### config.mk
export PLATFORM = sky130hd
export DESIGN_NAME = pipe_ctrl_unit
export DESIGN_NICKNAME = d
export VERILOG_FILES = /design/src/rtl/pipe_ctrl_unit.sv
export SDC_FILE = /design/constraint.sdc
export NUM_CORES = 1
export LEC_CHECK = 0
export BUFFER_PORTS_ARGS = -buffer_cell sky130_fd_sc_hd__buf_2
export CAP_MARGIN = 20
export CORE_AREA = 3 3 111 113
export CTS_CLUSTER_SIZE = 16
export DETAILED_ROUTE_END_ITERATION = 6
export DIE_AREA = 0 0 114 116
export PLACE_DENSITY = 0.69
export SLEW_MARGIN = 25
export SYNTH_ARGS = -nofsm -noshare
export SYNTH_HDL_FRONTEND = slang
export SYNTH_SLANG_ARGS = --single-unit
### constraint.sdc
create_clock -name Clk_i -period 2.1 [get_ports Clk_i]
set_input_delay 0 -clock Clk_i [delete_from_list [all_inputs] [get_ports Clk_i]]
set_output_delay 0 -clock Clk_i [all_outputs]
set_load 0.05 [all_outputs]
### src/rtl/pipe_ctrl_unit.sv
// LA32 pipeline control: merges stall/branch-flush/exception requests, runs the IDLE wait FSM,
// and drives a registered fetch redirect. Defining CTRL_PERF_CNT_EN adds stall/flush/idle counters.
module pipe_ctrl_unit #(
  parameter int                  NUM_STAGES = 5,
  parameter int                  PC_WIDTH   = 32,
  parameter logic [PC_WIDTH-1:0] RESET_PC   = 32'h1c00_0000,
  parameter int                  CNT_WIDTH  = 32
) (
  input  logic                           Clk_i,
  input  logic                           Rest_i,
  input  logic [NUM_STAGES-1:0]          StallReq_i,
  input  logic [NUM_STAGES-1:0]          FlushReq_i,
  input  logic [NUM_STAGES*PC_WIDTH-1:0] FlushPc_i,
  input  logic                           ExcpValid_i,
  input  logic [PC_WIDTH-1:0]            ExcpPc_i,
  input  logic                           IdleReq_i,
  input  logic [PC_WIDTH-1:0]            IdleNextPc_i,
  input  logic                           IntPending_i,
  input  logic                           IdleFlashAble_i,
  input  logic                           IDleStopAble_i,
  output logic [NUM_STAGES-1:0]          StageStall_o,
  output logic [NUM_STAGES-1:0]          StageFlush_o,
  output logic [NUM_STAGES-1:0]          FlushAccept_o,
  output logic                           RedirectValid_o,
  output logic [PC_WIDTH-1:0]            RedirectPc_o,
`ifdef CTRL_PERF_CNT_EN
  output logic [CNT_WIDTH-1:0]           StallCycCnt_o,
  output logic [CNT_WIDTH-1:0]           FlushCnt_o,
  output logic [CNT_WIDTH-1:0]           IdleCycCnt_o,
`endif
  output logic                           IdleState_o
);

  typedef enum logic [1:0] {
    ST_RUN       = 2'd0,
    ST_IDLE_WAIT = 2'd1,
    ST_IDLE_WAKE = 2'd2
  } state_e;

  localparam logic [NUM_STAGES-1:0] ALL_ONES   = {NUM_STAGES{1'b1}};
  localparam logic [NUM_STAGES-1:0] IDLE_FLUSH = {1'b0, {(NUM_STAGES-1){1'b1}}};

  state_e                state_q;
  logic                  idle_state_q;
  logic                  redir_valid_q;
  logic                  redir_valid_d;
  logic [PC_WIDTH-1:0]   redir_pc_q;
  logic [PC_WIDTH-1:0]   redir_pc_d;
  logic [PC_WIDTH-1:0]   br_pc_s;
  logic [NUM_STAGES-1:0] stall_pre_s;
  logic [NUM_STAGES-1:0] accept_s;
  logic [NUM_STAGES-1:0] younger_s;
  logic [NUM_STAGES-1:0] stall_s;
  logic [NUM_STAGES-1:0] flush_s;
  logic [NUM_STAGES-1:0] acc_out_s;
  logic                  idle_go_s;

  // Scan from commit toward fetch: stall reaches every stage at or below the highest request,
  // and the oldest unstalled flush wins, flushing everything younger than it.
  always_comb begin
    logic stall_acc;
    logic found;
    stall_acc   = 1'b0;
    found       = 1'b0;
    stall_pre_s = '0;
    accept_s    = '0;
    younger_s   = '0;
    br_pc_s     = '0;
    for (int i = NUM_STAGES - 1; i >= 0; i--) begin
      stall_acc      = stall_acc | StallReq_i[i];
      stall_pre_s[i] = stall_acc | (state_q != ST_RUN);
    end
    for (int i = NUM_STAGES - 1; i >= 0; i--) begin
      younger_s[i] = found;
      accept_s[i]  = FlushReq_i[i] & ~stall_pre_s[i] & ~found;
      found        = found | accept_s[i];
      br_pc_s      = br_pc_s | (FlushPc_i[i*PC_WIDTH +: PC_WIDTH] & {PC_WIDTH{accept_s[i]}});
    end
  end

  assign idle_go_s = (state_q == ST_RUN) & IdleReq_i & IDleStopAble_i & ~ExcpValid_i
                   & ~stall_pre_s[NUM_STAGES-1];

  // Event priority: exception, then idle entry (commit is oldest), then branch flush.
  always_comb begin
    stall_s       = stall_pre_s;
    flush_s       = '0;
    acc_out_s     = '0;
    redir_valid_d = 1'b0;
    redir_pc_d    = redir_pc_q;
    if (ExcpValid_i) begin
      stall_s       = '0;
      flush_s       = ALL_ONES;
      redir_valid_d = 1'b1;
      redir_pc_d    = ExcpPc_i;
    end else if (idle_go_s) begin
      if (IdleFlashAble_i) begin
        flush_s       = IDLE_FLUSH;
        stall_s       = stall_pre_s & ~IDLE_FLUSH;
        redir_valid_d = 1'b1;
        redir_pc_d    = IdleNextPc_i;
      end else begin
        stall_s = stall_pre_s;
      end
    end else if (|accept_s) begin
      flush_s       = younger_s;
      stall_s       = stall_pre_s & ~younger_s;
      acc_out_s     = accept_s;
      redir_valid_d = 1'b1;
      redir_pc_d    = br_pc_s;
    end else begin
      stall_s = stall_pre_s;
    end
  end

  // IDLE FSM with registered idle flag and fetch redirect.
  always_ff @(posedge Clk_i or posedge Rest_i) begin
    if (Rest_i) begin
      state_q       <= ST_RUN;
      idle_state_q  <= 1'b0;
      redir_valid_q <= 1'b0;
      redir_pc_q    <= RESET_PC;
    end else begin
      redir_valid_q <= redir_valid_d;
      redir_pc_q    <= redir_pc_d;
      if (ExcpValid_i) begin
        state_q      <= ST_RUN;
        idle_state_q <= 1'b0;
      end else begin
        case (state_q)
          ST_RUN: begin
            if (idle_go_s) begin
              state_q      <= ST_IDLE_WAIT;
              idle_state_q <= 1'b1;
            end else begin
              state_q      <= ST_RUN;
              idle_state_q <= 1'b0;
            end
          end
          ST_IDLE_WAIT: begin
            if (IntPending_i) begin
              state_q      <= ST_IDLE_WAKE;
              idle_state_q <= 1'b0;
            end else begin
              state_q      <= ST_IDLE_WAIT;
              idle_state_q <= 1'b1;
            end
          end
          ST_IDLE_WAKE: begin
            state_q      <= ST_RUN;
            idle_state_q <= 1'b0;
          end
          default: begin
            state_q      <= ST_RUN;
            idle_state_q <= 1'b0;
          end
        endcase
      end
    end
  end

  assign StageStall_o    = stall_s;
  assign StageFlush_o    = flush_s;
  assign FlushAccept_o   = acc_out_s;
  assign RedirectValid_o = redir_valid_q;
  assign RedirectPc_o    = redir_pc_q;
  assign IdleState_o     = idle_state_q;

`ifdef CTRL_PERF_CNT_EN
  logic [CNT_WIDTH-1:0] stall_cyc_q;
  logic [CNT_WIDTH-1:0] flush_cnt_q;
  logic [CNT_WIDTH-1:0] idle_cyc_q;

  // Free-running wrap-around event counters.
  always_ff @(posedge Clk_i or posedge Rest_i) begin
    if (Rest_i) begin
      stall_cyc_q <= '0;
      flush_cnt_q <= '0;
      idle_cyc_q  <= '0;
    end else begin
      stall_cyc_q <= stall_cyc_q + {{(CNT_WIDTH-1){1'b0}}, stall_s[0]};
      flush_cnt_q <= flush_cnt_q + {{(CNT_WIDTH-1){1'b0}}, redir_valid_q};
      idle_cyc_q  <= idle_cyc_q + {{(CNT_WIDTH-1){1'b0}}, (state_q == ST_IDLE_WAIT)};
    end
  end

  assign StallCycCnt_o = stall_cyc_q;
  assign FlushCnt_o    = flush_cnt_q;
  assign IdleCycCnt_o  = idle_cyc_q;
`endif

endmodule
== After elaboration in Yosys (flattened, before gate mapping) ==
Index checks and enable logic that the tools add are counted.

* Add/subtract/negate cells: 0
* Multiply operators: 0
* Div/mod/pow operators: 0
* Order comparisons: 0
* Equality and inequality tests: 2
* Shift-type cells: 0
* Muxes and demuxes: 27
* Bitwise operators: 46
* Reductions and logical operators: 5

{| class="wikitable"
|+ Operator list
! operator !! count
|-
| 32-bit AND || 5
|-
| 32-bit 2-to-1 mux || 4
|-
| 32-bit bitwise OR || 4
|-
| 5-bit 2-to-1 mux || 8
|-
| 1-bit AND || 13
|-
| 4-bit 2-to-1 mux || 3
|-
| 1-bit bitwise OR || 12
|-
| 1-bit inverter || 10
|-
| 1-bit 2-to-1 mux || 8
|-
| 5-bit AND || 1
|-
| 4-bit inverter with 5-bit output || 1
|-
| 5-bit OR reduction || 1
|-
| 2-bit 2-to-1 mux || 2
|-
| 2-bit case mux with 2 select lines || 1
|-
| 3-bit != test (second input constant) || 1
|-
| 3-bit nonzero test || 1
|-
| 2-bit by 1-bit equality test with 1-bit output (second input constant) || 1
|-
| 2-bit logical NOT || 1
|-
| 1-bit case mux with 2 select lines || 1
|-
| 2-bit AND reduction || 1
|-
| 2-bit nonzero test || 1
|}

* Register bits: 36
* Bits in latches: 0
* Memory bits (writable): 0
* ROM bits: 0
* Input bits: 241
* Memories kept: 0

== Depth between registers and ports, before layout ==
Gate-level depths: netlist of run 1.

* Depth after elaboration: 20
* Gate-level depth with buffers: 8

== Worst setup path before layout of run 1 ==
No wires, ideal clock.

* Path kind: reg-to-output
* From: register state_q[0]
* To: output StageStall_o[1]
* Arrival time: 3.128 ns
* Setup slack: -1.028 ns
* Stages on the path, launching flop included: 7
* Path buffers: 1
* Cell sequence: dfrtp_1 -> or3_1 -> buf_6 -> nor3_4 -> a21oi_1 -> o21ai_0 -> nor2_1

* Longest elaborated chain between the ends: 19
* Elaborated cells between the ends (all ways): 39

{| class="wikitable"
|+ Ends and longest elaborated chain
! what !! line !! RTL
|-
| from (decl) || 43 || <nowiki>state_e state_q;</nowiki>
|-
| from (signal assigned) || 119 || <nowiki>state_q <= ST_RUN;</nowiki>
|-
| from (signal assigned) || 127 || <nowiki>state_q <= ST_RUN;</nowiki>
|-
| from (signal assigned) || 133 || <nowiki>state_q <= ST_IDLE_WAIT;</nowiki>
|-
| 2-bit nonzero test || 71 || <nowiki>stall_pre_s[i] = stall_acc | (state_q != ST_RUN);</nowiki>
|-
| 1-bit bitwise OR || 71 ||
|-
| 1-bit inverter || 75, 82 ||
|-
| 1-bit AND || 75 || <nowiki>accept_s[i] = FlushReq_i[i] & ~stall_pre_s[i] & ~found;</nowiki>
|-
| 1-bit inverter || 75 ||
|-
| 1-bit AND || 75 ||
|-
| 1-bit bitwise OR || 76 || <nowiki>found = found | accept_s[i];</nowiki>
|-
| 1-bit inverter || 75 ||
|-
| [... 3 more ...] || - ||
|-
| 1-bit AND || 75 ||
|-
| 1-bit bitwise OR || 76 ||
|-
| 1-bit inverter || 75 ||
|-
| 1-bit AND || 75 ||
|-
| 5-bit OR reduction || 105 || <nowiki>end else if (|accept_s) begin</nowiki>
|-
| 5-bit 2-to-1 mux || 105 ||
|-
| 5-bit 2-to-1 mux * || 96 || <nowiki>end else if (idle_go_s) begin</nowiki>
|-
| 5-bit 2-to-1 mux * || 91 || <nowiki>if (ExcpValid_i) begin</nowiki>
|-
| to (decl) || 21 || <nowiki>output logic [NUM_STAGES-1:0] StageStall_o,</nowiki>
|}

Every way passes the cells marked *; elsewhere a longest branch is shown, timed or not.

== Final worst setup path of run 1 ==
* From: register state_q[1]
* To: output FlushAccept_o[1]

* Longest elaborated chain between the ends: 19
* Elaborated cells between the ends (all ways): 36

{| class="wikitable"
|+ Ends and longest elaborated chain
! what !! line !! RTL
|-
| 2-bit nonzero test || 71 ||
|-
| 1-bit bitwise OR || 71 ||
|-
| 1-bit inverter || 75, 82 ||
|-
| 1-bit AND || 75 ||
|-
| 1-bit inverter || 75 ||
|-
| 1-bit AND || 75 ||
|-
| 1-bit bitwise OR || 76 ||
|-
| 1-bit inverter || 75 ||
|-
| [... 3 more ...] || - ||
|-
| 1-bit AND || 75 ||
|-
| 1-bit bitwise OR || 76 ||
|-
| 1-bit inverter || 75 ||
|-
| 1-bit AND || 75 ||
|-
| 5-bit OR reduction || 105 ||
|-
| 5-bit 2-to-1 mux || 105 ||
|-
| 5-bit 2-to-1 mux * || 96 ||
|-
| 5-bit 2-to-1 mux * || 91 ||
|-
| to (decl) || 23 || <nowiki>output logic [NUM_STAGES-1:0] FlushAccept_o,</nowiki>
|}

Marked as above.

==> reports/results.tsv, run 1 <==
stage	metric	value	unit
final_layout	layout_commonest_cell	buf_2	
placed_design	io_buffers	289	
sta	tns	-7.53	ps
clocking	h-tree-depth	2	
final_layout	drive_gt1_frac	0.515	
synthesis	synth_fp_nets	738	
floorplanning	core	11400	sq um
pwr	ir_drop	286	uV
sta	hold_viol	0	
worst_setup_path	crit_type	reg -> out	
flow_run	maxCapViolations	0	
floorplanning	die_w	114	um
floorplanning	fp.dieH	116	um
placed_design	place.gp.congestion	0.862	
sta	setup_viol	2	
worst_setup_path	crit_fanout	5	
routing	first_iter_violations	309	
sta	timing.final.ws_setup	-4.69	ps
sta	worstMarginPinSlew	552	ps
sta	fmax	475	MHz
global_route	grt_pass1_wl	24600	um
clocking	insertion_delay	280	ps
routing	vias_per_cell	5.29	
worst_setup_path	cp_data_required_time	2100	ps
routing	dr_total_vias	5107	
final_layout	area_growth	73.4	%
worst_setup_path	end_kind	output pin	
final_layout	final_cell_mix	buf_2, nand2_1, buf_4	
worst_setup_path	crit_path_start_kind	register	
floorplanning	ios	290	
placed_design	hpwl	12200	um
synthesis	ys_ff_latch	35	
sta	fin_crit	2100	ps
global_route	grt_usage	0.227	
worst_setup_path	critPathSlowestCell	or3_4	
clocking	cts_buffers	5	
synthesis	yosysSeqAreaShare	0.244	
synthesis	synthCells	497	
min_path	min_path_type	in -> reg	
routing	first_pass_iters	4	
sta	drv_slew	0	
placed_design	placed_area	5520	sq um
worst_setup_path	worst-path-buf-inv	3	
global_route	antenna_found_initial	0	
final_layout	fin_area	6240	sq um
floorplanning	rows	39	
clocking	clock_path_buffers	2	
routing	drcViolationCount	0	
worst_setup_path	crit_path_max_incr_delay	420	ps
sta	max_slew_margin	0.632	
sta	fin_skew	3.30	ps
routing	wirelength	16400	um
sta	rsz0062_at_grt	true	
global_route	grt_max_degree	87	
clocking	clkTransAtPathRegs	50	ps
final_layout	diodes	0	
global_route	overflow	0	
placed_design	dp_slack	-161	ps
clocking	clock-root-buffer	clkbuf_16	
global_route	grt_pass1_vias	5014	
pwr	leakage	3.09	nW
final_layout	layout.nets	1062	
worst_setup_path	reg2reg_slack	-5	ps
floorplanning	dieArea	13200	sq um
clocking	cts_sinks	35	
floorplanning	start_util	0.315	
run_status	status	finished, violations left	
worst_setup_path	cp.arrival	2100	ps
routing	ant_nets	0	
synthesis	synth_cell_type_count	34	
sta	period_share	1.00	
final_layout	final_util	0.547	
worst_setup_path	crit_chain	or3_4 -> buf_4 -> nor4_4 -> and3_4 -> buf_12 -> nor3b_4 -> buf_6	
run_status	violations	setup timing	
final_layout	regArea	881	sq um
routing	post_drt_wl_per_cell	17.0	um
final_layout	multiInputGateArea	2560	sq um
synthesis	synth_area_per_cell	7.24	sq um
worst_setup_path	cp_top_family	simple AND/OR/NAND/NOR gates	
pwr	p_per_area	486	nW/um^2
synthesis	ys_warn_count	0	
synthesis	synthesis.area	3600	sq um
final_layout	n_fill_cell	1133	
clocking	cts_tree	yes	
[worst reg2reg max path: stages, from the launching register on]
cell	delay, ps
dfrtp_1	380
or3_4	420
nor3_4	200
a211oi_4	130
buf_4	190
buf_4	130
or4_1	380
o211ai_1	180
[flip-flops by register name, summed over array words and instances (netlist names)]
name,flops
state_q,2
RedirectPc_o,32
RedirectValid_o,1
[repair_timing]
item / in CTS / in global routing
setup endpoints to repair: 41 / 39
endpoints found under the hold margin: 51 / 0
gates resized for setup: 8 / 22
pin swaps: 3 / 2
hold buffers: 32 / 0
buffers inserted: 4 / 4
cloned: 0 / 3
[path summary, 6_finish.rpt]
check / from / cells past startpoint / to
worst max-delay path: state_q[1] / 7 / FlushAccept_o[1]
worst min-delay path: ExcpPc_i[25] / 3 / RedirectPc_o[25]
worst max register to register: state_q[1] / 7 / RedirectPc_o[25]
worst min register to register: state_q[1] / 2 / state_q[0]
max in group asynchronous: Rest_i / 4 / RedirectPc_o[28]
min in group asynchronous: Rest_i / 3 / RedirectPc_o[12]
[layout make-up]
| class | count | area share |
|---|---|---|
| well taps | 143 | 0.0287 |
| multi-input cells | 371 | 0.410 |
| clock buffers | 6 | 0.0223 |
| repair buffers | 372 | 0.371 |
| inverters | 36 | 0.0217 |
| clock inverters | 2 | 0.00561 |
| flip-flops and latches | 35 | 0.141 |
[synthesized netlist by cell type]
master / instances / area, sq um
o211ai_2: 20 / 250
buf_6: 4 / 45.0
o21ai_0: 34 / 170
nor3_4: 1 / 16.3
a211oi_2: 1 / 12.5
nor4_2: 2 / 25.0
nor2b_1: 34 / 213
clkbuf_1: 44 / 165
nor4b_1: 1 / 8.76
nand3_1: 32 / 160
o21a_1: 1 / 7.51
nand2_1: 71 / 267
nor3_1: 9 / 45.0
buf_2: 6 / 30.0
or4_1: 32 / 240
and3b_1: 1 / 8.76
o2111ai_1: 32 / 280
a21oi_1: 5 / 25.0
nor3b_1: 1 / 7.51
a21o_1: 1 / 7.51
buf_4: 1 / 7.51
a221oi_1: 32 / 280
and3_1: 2 / 12.5
dfstp_2: 3 / 78.8
o211ai_1: 12 / 90.1
nor2_4: 1 / 11.3
inv_1: 36 / 135
nor2_1: 39 / 146
a2bb2oi_1: 1 / 8.76
o21bai_1: 1 / 7.51
nand2b_1: 1 / 6.26
or3_1: 2 / 12.5
dfrtp_1: 32 / 801
nand4b_1: 2 / 17.5
[kinds of logic after synthesis]
family,after synthesis,synth area share
AOI/OAI and AO/OA,140,0.317
buffers and inverters,91,0.106
and+or+nand+nor,231,0.333
DFF,35,0.244
[through the flow]
stage / instances / hold slack (ps) / power, mW
after floorplan: 497 / 121 / 1.55
after global placement: 913 / 127 / 2.03
final: 965 / 10.2 / 3.03
after CTS: 958 / 9.96 / 3.00
after detailed placement: 914 / 132 / 2.03
after global routing: 965 / 30.1 / 3.19
[power breakdown]
part / switching (mW) / leakage [nW] / internal, mW
combinational: 0.786 / 2.58 / 0.583
clock: 0.290 / 0.0868 / 0.590
sequential: 0.0326 / 0.427 / 0.749
[metal layers]
metal	wire length, um	global-route usage	vias to the layer above
li1	-	-	2485
met1	6530	0.270	2358
met2	8350	0.420	244
met3	1260	0.0402	20
met4	268	0.0602	0
met5	0	0	-
Power figures use the tool's default switching activity.
==> run 2: changes to the inputs <==
- CELL_PAD_IN_SITES_DETAIL_PLACEMENT: default -> 1
- CELL_PAD_IN_SITES_GLOBAL_PLACEMENT: default -> 1
- CORE_AREA: 3 3 111 113 -> default
- CORE_ASPECT_RATIO: default -> 0.8
- CORE_MARGIN: default -> 3
- CORE_UTILIZATION: default -> 23
- DIE_AREA: 0 0 114 116 -> default
- PLACE_DENSITY: 0.69 -> default
- PLACE_DENSITY_LB_ADDON: default -> 0.1
==> reports/results.tsv, run 2 (synthesis results as in run 1) <==
stage	metric	value	unit	change
floorplanning	start_util	0.237		-0.0779
sta	tns	-43.7	ps	-36.2 ps
run_status	violations	setup timing		
routing	vias_per_cell	5.00		-5.4%
placed_design	placed_area	5500	sq um	-0.36%
clocking	cts_buffers	5		unchanged
final_layout	final_cells	1018		+5.5%
clocking	h-tree-depth	2		unchanged
routing	post_drt_wl_per_cell	19.4	um	+14%
clocking	clock-root-buffer	clkbuf_16		
pwr	ir_drop	245	uV	-14%
sta	rsz0062_at_grt	true		
global_route	met1_usage	0.267		-0.00338
sta	timing.final.ws_setup	-11.6	ps	-6.90 ps
floorplanning	ios	290		unchanged
final_layout	final_util	0.413		-0.134
run_status	status	finished, violations left		
global_route	grt.busiest_layer	met2		
global_route	antenna_found_initial	1		+1
floorplanning	core	15200	sq um	+33%
global_route	met3_usage	0.0527		+0.0125
clocking	clock_path_buffers	2		unchanged
routing	wirelength	19800	um	+21%
clocking	cts_sinks	35		unchanged
routing	first_iter_violations	220		-29%
worst_setup_path	crit_type	reg -> reg		
sta	fin_crit	2110	ps	+6.90 ps
global_route	grt_max_degree	89		+2.3%
worst_setup_path	reg2reg_slack	-10	ps	about the same
global_route	grt_pass1_wl	30800	um	+26%
worst_setup_path	endpoint	RedirectPc_o[8]		
placed_design	hpwl	14700	um	+20%
worst_setup_path	end_kind	register		
placed_design	io_buffers	289		unchanged
pwr	p_per_area	477	nW/um^2	-1.8%
worst_setup_path	r2r_cells	7		unchanged
global_route	overflow	0		unchanged
worst_setup_path	startpoint	state_q[0]		
final_layout	layout.nets	1047		-1.4%
global_route	grt_pass1_vias	5615		+12%
global_route	grt_usage	0.220		-0.00742
sta	max_slew_margin	0.410		-0.221
sta	worstMarginPinSlew	883	ps	+332 ps
worst_setup_path	crit_path_start_kind	register		
routing	drcViolationCount	0		unchanged
floorplanning	fp.dieH	118	um	+1.6%
placed_design	dp_cells	967		+5.8%
sta	period_share	1.01		+0.00329
floorplanning	rows	40		+2.6%
sta	drv_slew	0		unchanged
routing	first_pass_iters	4		unchanged
clocking	cts_tree	yes		
min_path	min_path_type	in -> reg		
worst_setup_path	crit_fanout	9		+4
final_layout	area_growth	73.8	%	
clocking	clkTransAtPathRegs	60	ps	about the same
worst_setup_path	r2r-start	state_q[0]		
worst_setup_path	cp_data_required_time	2300	ps	+200 ps
clocking	insertion_delay	290	ps	about the same
final_layout	n_fill_cell	1924		+70%
global_route	grt_use_met2	0.395		-0.0250
placed_design	place.gp.congestion	0.857		-0.61%
sta	setup_viol	7		+5
final_layout	drive_gt1_frac	0.506		-0.00902
sta	fmax	474	MHz	-0.33%
flow_run	maxCapViolations	0		unchanged
final_layout	layout_commonest_cell	buf_2		
floorplanning	die_w	146	um	+28%
routing	ant_nets	0		unchanged
worst_setup_path	cp.arrival	2320	ps	+220 ps
final_layout	fin_area	6260	sq um	+0.24%
sta	hold_viol	0		unchanged
routing	dr_total_vias	5094		-0.25%
pwr	leakage	3.03	nW	-2.1%
final_layout	largest_register_ffs	32		unchanged
worst_setup_path	rr_endpoint	RedirectPc_o[8]		
final_layout	final_cell_mix	buf_2, nand2_1, inv_1, nor2_1		
sta	fin_skew	6.32	ps	+3.02 ps
floorplanning	dieArea	17200	sq um	+30%
==> run 2: report_power, final <==
group	leakage, nW	internal (mW)	switching (mW)
sequential	0.427	0.750	0.0331
clock	0.0772	0.506	0.311
combinational	2.52	0.564	0.819
==> run 2: what timing repair did <==
item                                    4_1_cts  5_1_grt
hold buffers                                 33        0
resized for setup                            18       28
endpoints found under the hold margin        64        0
cloned                                        1        3
endpoints found under the setup margin       41       39
setup buffers                                 0        6
pin swaps                                     0        4
==> run 2: layout make-up <==
cell class | instances | area (sq um) | share of cell area
Tap cell | 210 | 263 | 0.0420
Timing Repair Buffer | 356 | 2220 | 0.355
Clock buffer | 8 | 156 | 0.0250
Sequential cell | 35 | 881 | 0.141
Antenna cell | 1 | 2.50 | 0.000400
Inverter | 36 | 135 | 0.0216
Multi-Input combinational cell | 372 | 2600 | 0.415
==> run 2: layer usage <==
metal / vias to the layer above / wire length, um
met5: - / 12
met1: 2416 / 8230
met3: 25 / 1310
met4: 2 / 269
met2: 184 / 9970
li1: 2467 / -
==> run 2: worst min-delay path by stage <==
stage	startpoint	endpoint	slack (ps)	cells past startpoint
after floorplan	IntPending_i	state_q[1]	120	2
after global placement	Rest_i	RedirectPc_o[13]	230	2
after detailed placement	ExcpPc_i[9]	RedirectPc_o[9]	230	3
after CTS	ExcpPc_i[24]	RedirectPc_o[24]	30	3
after global routing	ExcpPc_i[24]	RedirectPc_o[24]	30	3
final	ExcpPc_i[24]	RedirectPc_o[24]	20	3
==> run 2: critical path, stage by stage, from the launching register on <==
cell and delay (ps):
dfrtp_2 400, or3_4 420, buf_6 150, nor2_4 150, a211oi_4 120, clkbuf_16 230, or4_4 410, o211ai_2 150
==> run 2: metrics by stage <==
stage               power [mW]  hold WS (ps)  setup WS (ps)
global route              3.15          33.8           -118
global placement          2.02           226          -31.4
CTS                       2.97          30.3          -23.0
floorplan                 1.55           121           -340
detailed placement        2.05           232          -77.2
finish                    2.98          21.9          -11.6
==> run 3: changes to the inputs <==
- SETUP_SLACK_MARGIN: default -> 0.2
==> reports/results.tsv, run 3 (synthesis results as in run 1) <==
stage	metric	value	unit	change
run_status	status	completed		
sta	setup_viol	0		-7
routing	dr_total_vias	5197		+2.0%
sta	holdWs	38.1	ps	+16.2 ps
floorplanning	start_util	0.237		unchanged
floorplanning	rows	40		unchanged
floorplanning	core	15200	sq um	unchanged
placed_design	place.gp.congestion	0.833		-2.8%
floorplanning	die_w	146	um	unchanged
clocking	cts_sinks	35		unchanged
pwr	ir_drop	279	uV	+14%
worst_setup_path	crit_chain	or3_4 -> nor3_4 -> a211oi_4 -> buf_12 -> or4_1 -> o211ai_1		
worst_setup_path	cp.arrival	2280	ps	-40 ps
clocking	insertion_delay	280	ps	about the same
final_layout	diodes	0		-1
global_route	antenna_found_initial	1		unchanged
worst_setup_path	cp_top_family	simple AND/OR/NAND/NOR gates		
floorplanning	ios	290		unchanged
final_layout	drive_gt1_frac	0.499		-0.00680
routing	first_pass_iters	4		unchanged
clocking	cts_buffers	5		unchanged
routing	ant_nets	0		unchanged
sta	timing.final.ws_setup	10.7	ps	+22.3 ps
final_layout	layout_commonest_cell	buf_2		
sta	drv_slew	0		unchanged
final_layout	n_fill_cell	1939		+0.78%
sta	rsz0062_at_grt	true		
worst_setup_path	end_kind	register		
clocking	clkTransAtPathRegs	60	ps	about the same
sta	fin_crit	2090	ps	-22.3 ps
final_layout	area_growth	75.8	%	
floorplanning	fp.dieH	118	um	unchanged
sta	worstMarginPinSlew	608	ps	-275 ps
sta	fin_skew	3.21	ps	-3.10 ps
global_route	grt_usage	0.223		+0.00287
final_layout	layout.nets	1056		+0.86%
final_layout	final_util	0.417		+0.00470
final_layout	largest_register_ffs	32		unchanged
clocking	cts_tree	yes		
placed_design	hpwl	15000	um	+2.6%
worst_setup_path	crit_path_max_incr_delay	500	ps	+80 ps
global_route	grt_pass1_wl	31100	um	+0.72%
worst_setup_path	cp_data_required_time	2290	ps	about the same
sta	max_slew_margin	0.594		+0.184
routing	post_drt_wl_per_cell	19.7	um	+1.4%
placed_design	dp_slack	-83.6	ps	-6.44 ps
flow_run	maxCapViolations	0		unchanged
routing	wirelength	20200	um	+2.2%
routing	vias_per_cell	5.07		+1.2%
worst_setup_path	crit_type	reg -> reg		
clocking	clock-root-buffer	clkbuf_16		
sta	period_share	0.995		-0.0106
worst_setup_path	crit_fanout	16		+7
final_layout	final_cell_mix	buf_2, nand2_1, nor2_1		
global_route	grt_max_degree	56		-37%
placed_design	io_buffers	289		unchanged
min_path	min_path_type	in -> reg		
worst_setup_path	worst-path-buf-inv	1		-1
worst_setup_path	critPathSlowestCell	or4_1		
worst_setup_path	crit_path_start_kind	register		
sta	hold_viol	0		unchanged
sta	tns	0	ps	+43.7 ps
global_route	overflow	0		unchanged
sta	fmax	479	MHz	+1.1%
floorplanning	dieArea	17200	sq um	unchanged
pwr	p_per_area	470	nW/um^2	-1.4%
clocking	clock_path_buffers	2		unchanged
pwr	leakage	3.06	nW	+0.96%
global_route	grt_pass1_vias	5692		+1.4%
routing	first_iter_violations	219		-0.45%
worst_setup_path	reg2reg_slack	10	ps	+20 ps
clocking	h-tree-depth	2		unchanged
routing	drcViolationCount	0		unchanged
[run 3: cell count changes in the layout (fill, tap and decap cells not counted), sizes merged]
cell / before / now
a211oi: 2 / 1
dlygate4sd3: 33 / 34
diode: 1 / 0
clkbuf: 12 / 9
buf: 318 / 330
[run 3: through the flow]
stage | power (mW) | std cells | instance area, sq um
after floorplan | 1.53 | 497 | 3680
after global placement | 2.00 | 970 | 5430
after detailed placement | 2.02 | 970 | 5430
after CTS | 2.96 | 1021 | 6150
after global routing | 3.15 | 1026 | 6330
final | 2.98 | 1026 | 6330
[run 3: worst register-to-register path: stages, from the launching register on]
cell      delay [ps]
dfrtp_2          390
or3_4            420
nor3_4           180
a211oi_4         130
buf_12           170
or4_1            510
o211ai_1         200
[run 3: final timing paths]
kind                       cells past startpoint                to           from
max                                            6   RedirectPc_o[2]     state_q[0]
min                                            3  RedirectPc_o[19]  FlushPc_i[19]
max reg2reg                                    6   RedirectPc_o[2]     state_q[0]
min reg2reg                                    2        state_q[0]     state_q[1]
max in group asynchronous                      4  RedirectPc_o[10]         Rest_i
min in group asynchronous                      3  RedirectPc_o[30]         Rest_i
[run 3: repair_timing]
| action | 4_1_cts | 5_1_grt |
|---|---|---|
| hold buffers | 34 | 0 |
| endpoints found under the hold margin | 52 | 0 |
| resized for setup | 36 | 27 |
| cloned | 2 | 1 |
| setup buffers | 7 | 4 |
| setup endpoints to repair | 45 | 43 |
| pin swaps | 4 | 8 |
[run 3: layout make-up]
| type | count | area, sq um | area share |
|---|---|---|---|
| clock buffer | 8 | 156 | 0.0247 |
| multi-input combinational | 371 | 2560 | 0.405 |
| inverter | 36 | 135 | 0.0214 |
| timing repair buffer | 366 | 2330 | 0.369 |
| tap | 210 | 263 | 0.0415 |
| sequential | 35 | 881 | 0.139 |
[run 3: per-layer routing]
| layer | share of wire | GRT usage | wire, um | up-vias |
|---|---|---|---|---|
| met5 | 0.00064 | 0 | 13 | - |
| met4 | 0.012 | 0.0356 | 233 | 2 |
| met3 | 0.071 | 0.0550 | 1440 | 15 |
| met2 | 0.49 | 0.396 | 9930 | 203 |
| met1 | 0.43 | 0.276 | 8600 | 2500 |
| li1 | - | - | - | 2477 |
[run 3: where the power goes]
group | total (mW) | internal [mW] | switching, mW
Combinational | 1.40 | 0.576 | 0.823
Clock | 0.795 | 0.506 | 0.289
Sequential | 0.783 | 0.750 | 0.0331
